### config.mk
export PLATFORM = sky130hd
export DESIGN_NAME = fp_exp_align_swap
export DESIGN_NICKNAME = d
export VERILOG_FILES = /design/src/rtl/fp_exp_align_swap.sv
export SDC_FILE = /design/constraint.sdc
export NUM_CORES = 1
export LEC_CHECK = 0
export ABC_AREA = 1
export BUFFER_PORTS_ARGS = -buffer_cell sky130_fd_sc_hd__clkbuf_2
export CAP_MARGIN = 20
export CORE_MARGIN = 5
export CORE_UTILIZATION = 54
export CTS_CLUSTER_SIZE = 40
export DETAILED_ROUTE_END_ITERATION = 7
export GPL_TIMING_DRIVEN = 0
export PLACE_DENSITY_LB_ADDON = 0.2
export SETUP_SLACK_MARGIN = 0.2
export SYNTH_ARGS = -nofsm -noshare
export SYNTH_HDL_FRONTEND = slang
export SYNTH_SLANG_ARGS = --single-unit
export TNS_END_PERCENT = 1
### constraint.sdc
create_clock -name clk -period 2.42 [get_ports clk]
set_clock_uncertainty 0.15 [all_clocks]
set_input_delay 0.484 -clock clk [delete_from_list [all_inputs] [get_ports clk]]
set_output_delay 0.484 -clock clk [all_outputs]
set_load 0.02 [all_outputs]
### src/rtl/fp_exp_align_swap.sv
// Exponent compare and operand swap front end of the FP adder. Orders the operand pair by
// exponent and produces the alignment shift for the smaller one, registered with one cycle of latency.
module fp_exp_align_swap #(
  parameter int unsigned EXP_W     = 8,
  parameter int unsigned SIG_W     = 23,
  parameter int unsigned SHIFT_SAT = 26
) (
  input  logic             clk,
  input  logic             rst_n,
  input  logic             in_valid,
  input  logic [EXP_W-1:0] exp1,
  input  logic [EXP_W-1:0] exp2,
  input  logic [SIG_W-1:0] sig1,
  input  logic [SIG_W-1:0] sig2,
  output logic             out_valid,
  output logic [EXP_W-1:0] diff,
  output logic             borrow,
  output logic [EXP_W-1:0] exp_r,
  output logic             swap,
  output logic [EXP_W-1:0] shift,
  output logic             shift_sat,
  output logic [SIG_W-1:0] sig1_swap,
  output logic [SIG_W-1:0] sig2_swap
);

  localparam logic [EXP_W-1:0] ExpOne = {{(EXP_W-1){1'b0}}, 1'b1};

  logic [EXP_W:0]   w_sub;
  logic [EXP_W-1:0] w_diff;
  logic             w_borrow;
  logic [EXP_W-1:0] w_exp_r;
  logic [EXP_W-1:0] w_shift;
  logic             w_shift_sat;
  logic [SIG_W-1:0] w_sig1_swap;
  logic [SIG_W-1:0] w_sig2_swap;

  logic             r_out_valid;
  logic [EXP_W-1:0] r_diff;
  logic             r_borrow;
  logic [EXP_W-1:0] r_exp_r;
  logic             r_swap;
  logic [EXP_W-1:0] r_shift;
  logic             r_shift_sat;
  logic [SIG_W-1:0] r_sig1_swap;
  logic [SIG_W-1:0] r_sig2_swap;

  // The MSB of the zero-extended difference is the inverted carry-out, i.e. the borrow.
  always_comb begin
    w_sub       = {1'b0, exp1} - {1'b0, exp2};
    w_diff      = w_sub[EXP_W-1:0];
    w_borrow    = w_sub[EXP_W];
    w_exp_r     = w_borrow ? exp2 : exp1;
    w_shift     = w_borrow ? (~w_diff + ExpOne) : w_diff;
    w_shift_sat = ({{(32-EXP_W){1'b0}}, w_shift} >= SHIFT_SAT);
    w_sig1_swap = w_borrow ? sig2 : sig1;
    w_sig2_swap = w_borrow ? sig1 : sig2;
  end

  always_ff @(posedge clk or negedge rst_n) begin
    if (!rst_n) begin
      r_out_valid <= 1'b0;
      r_diff      <= '0;
      r_borrow    <= 1'b0;
      r_exp_r     <= '0;
      r_swap      <= 1'b0;
      r_shift     <= '0;
      r_shift_sat <= 1'b0;
      r_sig1_swap <= '0;
      r_sig2_swap <= '0;
    end else begin
      r_out_valid <= in_valid;
      if (in_valid) begin
        r_diff      <= w_diff;
        r_borrow    <= w_borrow;
        r_exp_r     <= w_exp_r;
        r_swap      <= w_borrow;
        r_shift     <= w_shift;
        r_shift_sat <= w_shift_sat;
        r_sig1_swap <= w_sig1_swap;
        r_sig2_swap <= w_sig2_swap;
      end
    end
  end

  assign out_valid = r_out_valid;
  assign diff      = r_diff;
  assign borrow    = r_borrow;
  assign exp_r     = r_exp_r;
  assign swap      = r_swap;
  assign shift     = r_shift;
  assign shift_sat = r_shift_sat;
  assign sig1_swap = r_sig1_swap;
  assign sig2_swap = r_sig2_swap;

endmodule

# Word level (Yosys, flattened, before mapping)
# Cells that the tools add are included.
# classes
n_lt_le_gt_ge,1
n_addsub,2
bitwise,1
muxes,4
# op_table
op,n
$mux W23,2
$mux W8,2
$sub A8 B8 Y9,1
$add A8 B1 Y8 const B,1
$ge A8 B5 Y1 const B,1
$not A8 Y8,1
# totals
wordCells,16
inputBits,65
reg_bits,73

# Logic depth before layout (Yosys ltp)
# logic_depth
ltp_word,5
mapped_depth,16

# Worst setup path before layout
# No wires, ideal clock.
# synth_timing
path_kind,input -> register
startpoint,input port exp1[0]
endpoint,"register r_shift_sat, in the netlist shift_sat"
path_buffers,0
t_required_ns,2.153
slack_ns,0.029
t_arrival_ns,2.124
cell_stages,15
path_cell_list,inv_1 ha_1 fa_1 ha_1 inv_1 nor2_4 nand3_2 nor2_1 nand2_1 nand2_1 nand2_1 nand2_1 nand3_2 nor2_2 nor2_1
# synth_via
elab_chain_cells,5
# synth_lines
element,line,rtl
from (decl),11,"input logic [EXP_W-1:0] exp1,"
$sub A8 B8 Y9 (*),49,"w_sub = {1'b0, exp1} - {1'b0, exp2};"
$not A8 Y8,53,w_shift = w_borrow ? (~w_diff + ExpOne) : w_diff;
$add A8 B1 Y8,53,
$mux W8 (*),53,
$ge A8 B5 Y1 (*),54,"w_shift_sat = ({{(32-EXP_W){1'b0}}, w_shift} >= SHIFT_SAT);"
to (signal assigned),78,r_shift_sat <= w_shift_sat;
to (decl),43,logic r_shift_sat;
# Every way passes the cells marked *; elsewhere a longest branch is shown, timed or not.
# A chain may end at the register's enable or synchronous reset.

# Worst setup path after layout
# layout_timing
startpoint,input port exp1[0]
endpoint,"register r_shift_sat, in the netlist shift_sat"
# layout_via
elab_chain_cells,5
# layout_lines
element,line,rtl
$sub A8 B8 Y9 (*),49,
via w_sub[1],28,logic [EXP_W:0] w_sub;
$not A8 Y8,53,
$add A8 B1 Y8,53,
$mux W8 (*),53,
$ge A8 B5 Y1 (*),54,
# The timed path passes the listed nets; every way through them passes the cells marked *.

==> flow_metrics.py <==
metrics = {
    "clock_tree": {
        "clock-root-buffer": "clkbuf_8",
        "clock_sinks": 72,
        "clk_path_buf_depth": 2,
        "h-tree-depth": 3,
        "cts_made_buffers": 9,
        "clkSlewWorstSetupHoldPaths_ps": 70,
        "clock_latency_ps": 350,
        "cts_tree": "built",
    },
    "logic_synthesis": {
        "syn_avg_cell_area_sq_um": 7.80,
        "seq_area_frac_synth": 0.466,
        "synth_top_area_share": 0.466,
        "yosysWarnings": 0,
        "synth_top_area_cell": "dfrtp_1",
        "synth_nets": 571,
        "syn-cell-area_sq_um": 3860,
        "ys_ff_latch": 72,
        "post_synth_inst_count": 495,
        "synth.area.top_cells": "dfrtp_1 (47%), nand2_1 (11%), o21ai_0 (8.2%), o21ai_1 (7.9%), nor2_1 (6.0%)",
        "ys_types": 26,
    },
    "finish": {
        "layout-drive-gt1-share": 0.304,
        "regArea_sq_um": 1800,
        "finalNetCount": 722,
        "stdcell_area_sq_um": 4950,
        "diodes": 0,
        "final_cell_mix": "clkbuf_2 (137), nand2_1 (114), dfrtp_1 (72), o21ai_0 (63), nor2_1 (62)",
        "final_common_cell": "clkbuf_2",
        "multi_input_area_sq_um": 1800,
        "syn2layout_area_growth_pct": 28.2,
        "fill_cells": 593,
    },
    "critical_path": {
        "critPathCaptureType": "flip-flop",
        "crit_chain": "clkbuf_8, inv_8, ha_4, fa_2, inv_1, ha_1, o21ai_2, nor2_1, nand2_1, nand2_1, nand3_2, nor2_2, nor2_1",
        "path_delay_family": "adder cells",
        "crit_path_max_fanout": 4,
        "cp.arrival_ps": 2330,
        "cp_slowest_cell": "fa_2",
        "path_class": "input pin to flip-flop",
        "cp-start-kind": "input pin",
        "max_stage_delay_ps": 580,
        "crit_required_ps": 2510,
        "crit_buf_inv": 3,
    },
    "placement": {
        "dp_hpwl_um": 9020,
        "dp_slack_ps": -282,
        "postPlaceCellArea_sq_um": 4730,
        "routabilityCongestion": 0.890,
        "io_buffer_count": 138,
    },
    "global_route": {
        "grt.total_usage": 0.275,
        "grt_max_degree": 54,
        "gr-total-overflow": 0,
        "antenna_found_initial": 0,
        "grt_pass1_wl_um": 19000,
        "grt_pass1_vias": 3995,
    },
    "sta": {
        "fmax_mhz": 447,
        "final.period_utilization": 0.925,
        "hold_violations": 0,
        "fin_setup_tns_ps": 0,
        "timing.final.ws_setup_ps": 182,
        "setup_viol": 0,
        "max-slew-margin-rel": 0.605,
        "rsz0062_at_grt": "yes",
        "final-max-slew-violation-count": 0,
        "tightest_slew_ps": 593,
        "min_period_ps": 2240,
    },
    "outcome": {
        "status": "complete, no violations",
    },
    "floorplan": {
        "die_h_um": 94.6,
        "dieArea_sq_um": 8940,
        "start_util": 0.562,
        "rows": 30,
        "dieWidth_um": 94.6,
        "core_sq_um": 6870,
        "io_pins": 139,
    },
    "detailed_routing": {
        "wl_met3_um": 842,
        "m1WireLength_um": 4970,
        "viasPerCell": 5.37,
        "drc": 0,
        "routed_wirelength_um": 11900,
        "dr_wl_met2_um": 5830,
        "dr.max_layer_used": "met4",
        "routedWlPerCell_um": 15.9,
        "drtPass1Iterations": 5,
        "vias": 4009,
        "ant_nets": 0,
        "drt_iter0_drc": 167,
    },
    "run": {
        "drv_cap": 0,
    },
    "power_and_ir_drop": {
        "power_density_nw_per_um2": 730,
        "ir_drop_mv": 0.417,
        "leakagePower_nw": 2.55,
    },
    "hold_path": {
        "hp-class": "input pin to flip-flop",
    },
}
[power by group]
part | switching [W] | total (W) | internal (W)
Combinational | 0.000793 | 0.00119 | 0.000401
Clock | 0.000458 | 0.000935 | 0.000477
Sequential | 0.000101 | 0.00148 | 0.00138
Total | 0.00135 | 0.00361 | 0.00226
[Yosys cell counts]
library cell,n
nand2_1,115
dfrtp_1,72
o21ai_0,63
nor2_1,62
o21ai_1,61
inv_1,33
clkbuf_1,17
nand3_1,12
ha_1,10
buf_4,8
nand2_2,8
nand3_2,6
a21oi_1,4
nand2_4,3
nand3b_1,3
buf_2,2
buf_6,2
inv_2,2
nand4_1,2
nor2_2,2
nor2_4,2
o21a_1,2
a21oi_4,1
fa_1,1
o21ai_2,1
or2_4,1
[registers in the layout, summed over array words and instances, names as in the netlist]
signal and count:
diff 8, exp_r 8, out_valid 1, shift 7, shift_sat 1, sig1_swap 23, sig2_swap 23, swap 1
[area by class of cell]
type / count / area share
Clock inverter: 5 / 0.0116
Tap cell: 96 / 0.0243
Timing Repair Buffer: 140 / 0.149
Inverter: 35 / 0.0281
Clock buffer: 11 / 0.0265
Multi-Input combinational cell: 359 / 0.364
Buffer: 29 / 0.0319
Sequential cell: 72 / 0.364
[final timing paths]
path	start	endpoint	slack, ps	depth (start not counted)
worst max-delay path	exp1[0]	shift_sat	180	13
worst min-delay path	in_valid	out_valid	170	1
worst max register to register	diff[0]	diff[0]	1580	2
worst min register to register	shift[1]	shift[1]	340	2
max in group asynchronous	rst_n	shift[4]	1090	3
min in group asynchronous	rst_n	sig1_swap[16]	450	2
[logic make-up (layout without fill, tap and decap cells)]
group | count (synthesis) | after routing | share of synthesized area
compound gates | 132 | 132 | 0.176
buf+inv | 64 | 220 | 0.0745
fa+ha+maj | 11 | 11 | 0.0376
simple gates | 216 | 216 | 0.245
flops | 72 | 72 | 0.466
[through the flow]
step           hold slack [ps]  utilization  cells  total power, W
2_1_floorplan             38.4            -    495         0.00223
3_3_place_gp               314        0.684    729         0.00265
3_5_place_dp               284        0.688    730         0.00269
4_1_cts                    165        0.720    747         0.00362
5_1_grt                    152        0.721    747         0.00383
6_report                   175        0.721    747         0.00361
[routing by layer]
layer | vias up | global-route usage
met2 | 168 | 0.469
met4 | 0 | 0.111
met5 | - | 0
met3 | 17 | 0.0542
li1 | 1902 | -
met1 | 1922 | 0.343
[worst register-to-register path, delay by kind of cell, from the launching register on]
kind | cells | cell delay [ps]
simple gates | 1 | 70
flops | 1 | 400
compound gates | 1 | 90
[repair_timing]
action	CTS	global route
resized for setup	5	2
hold endpoints to repair	19	0
setup buffers	0	0
pin swaps	3	0
gates cloned	0	0
hold buffers	1	0
endpoints found under the setup margin	15	22
(Power assumes the default switching activity.)
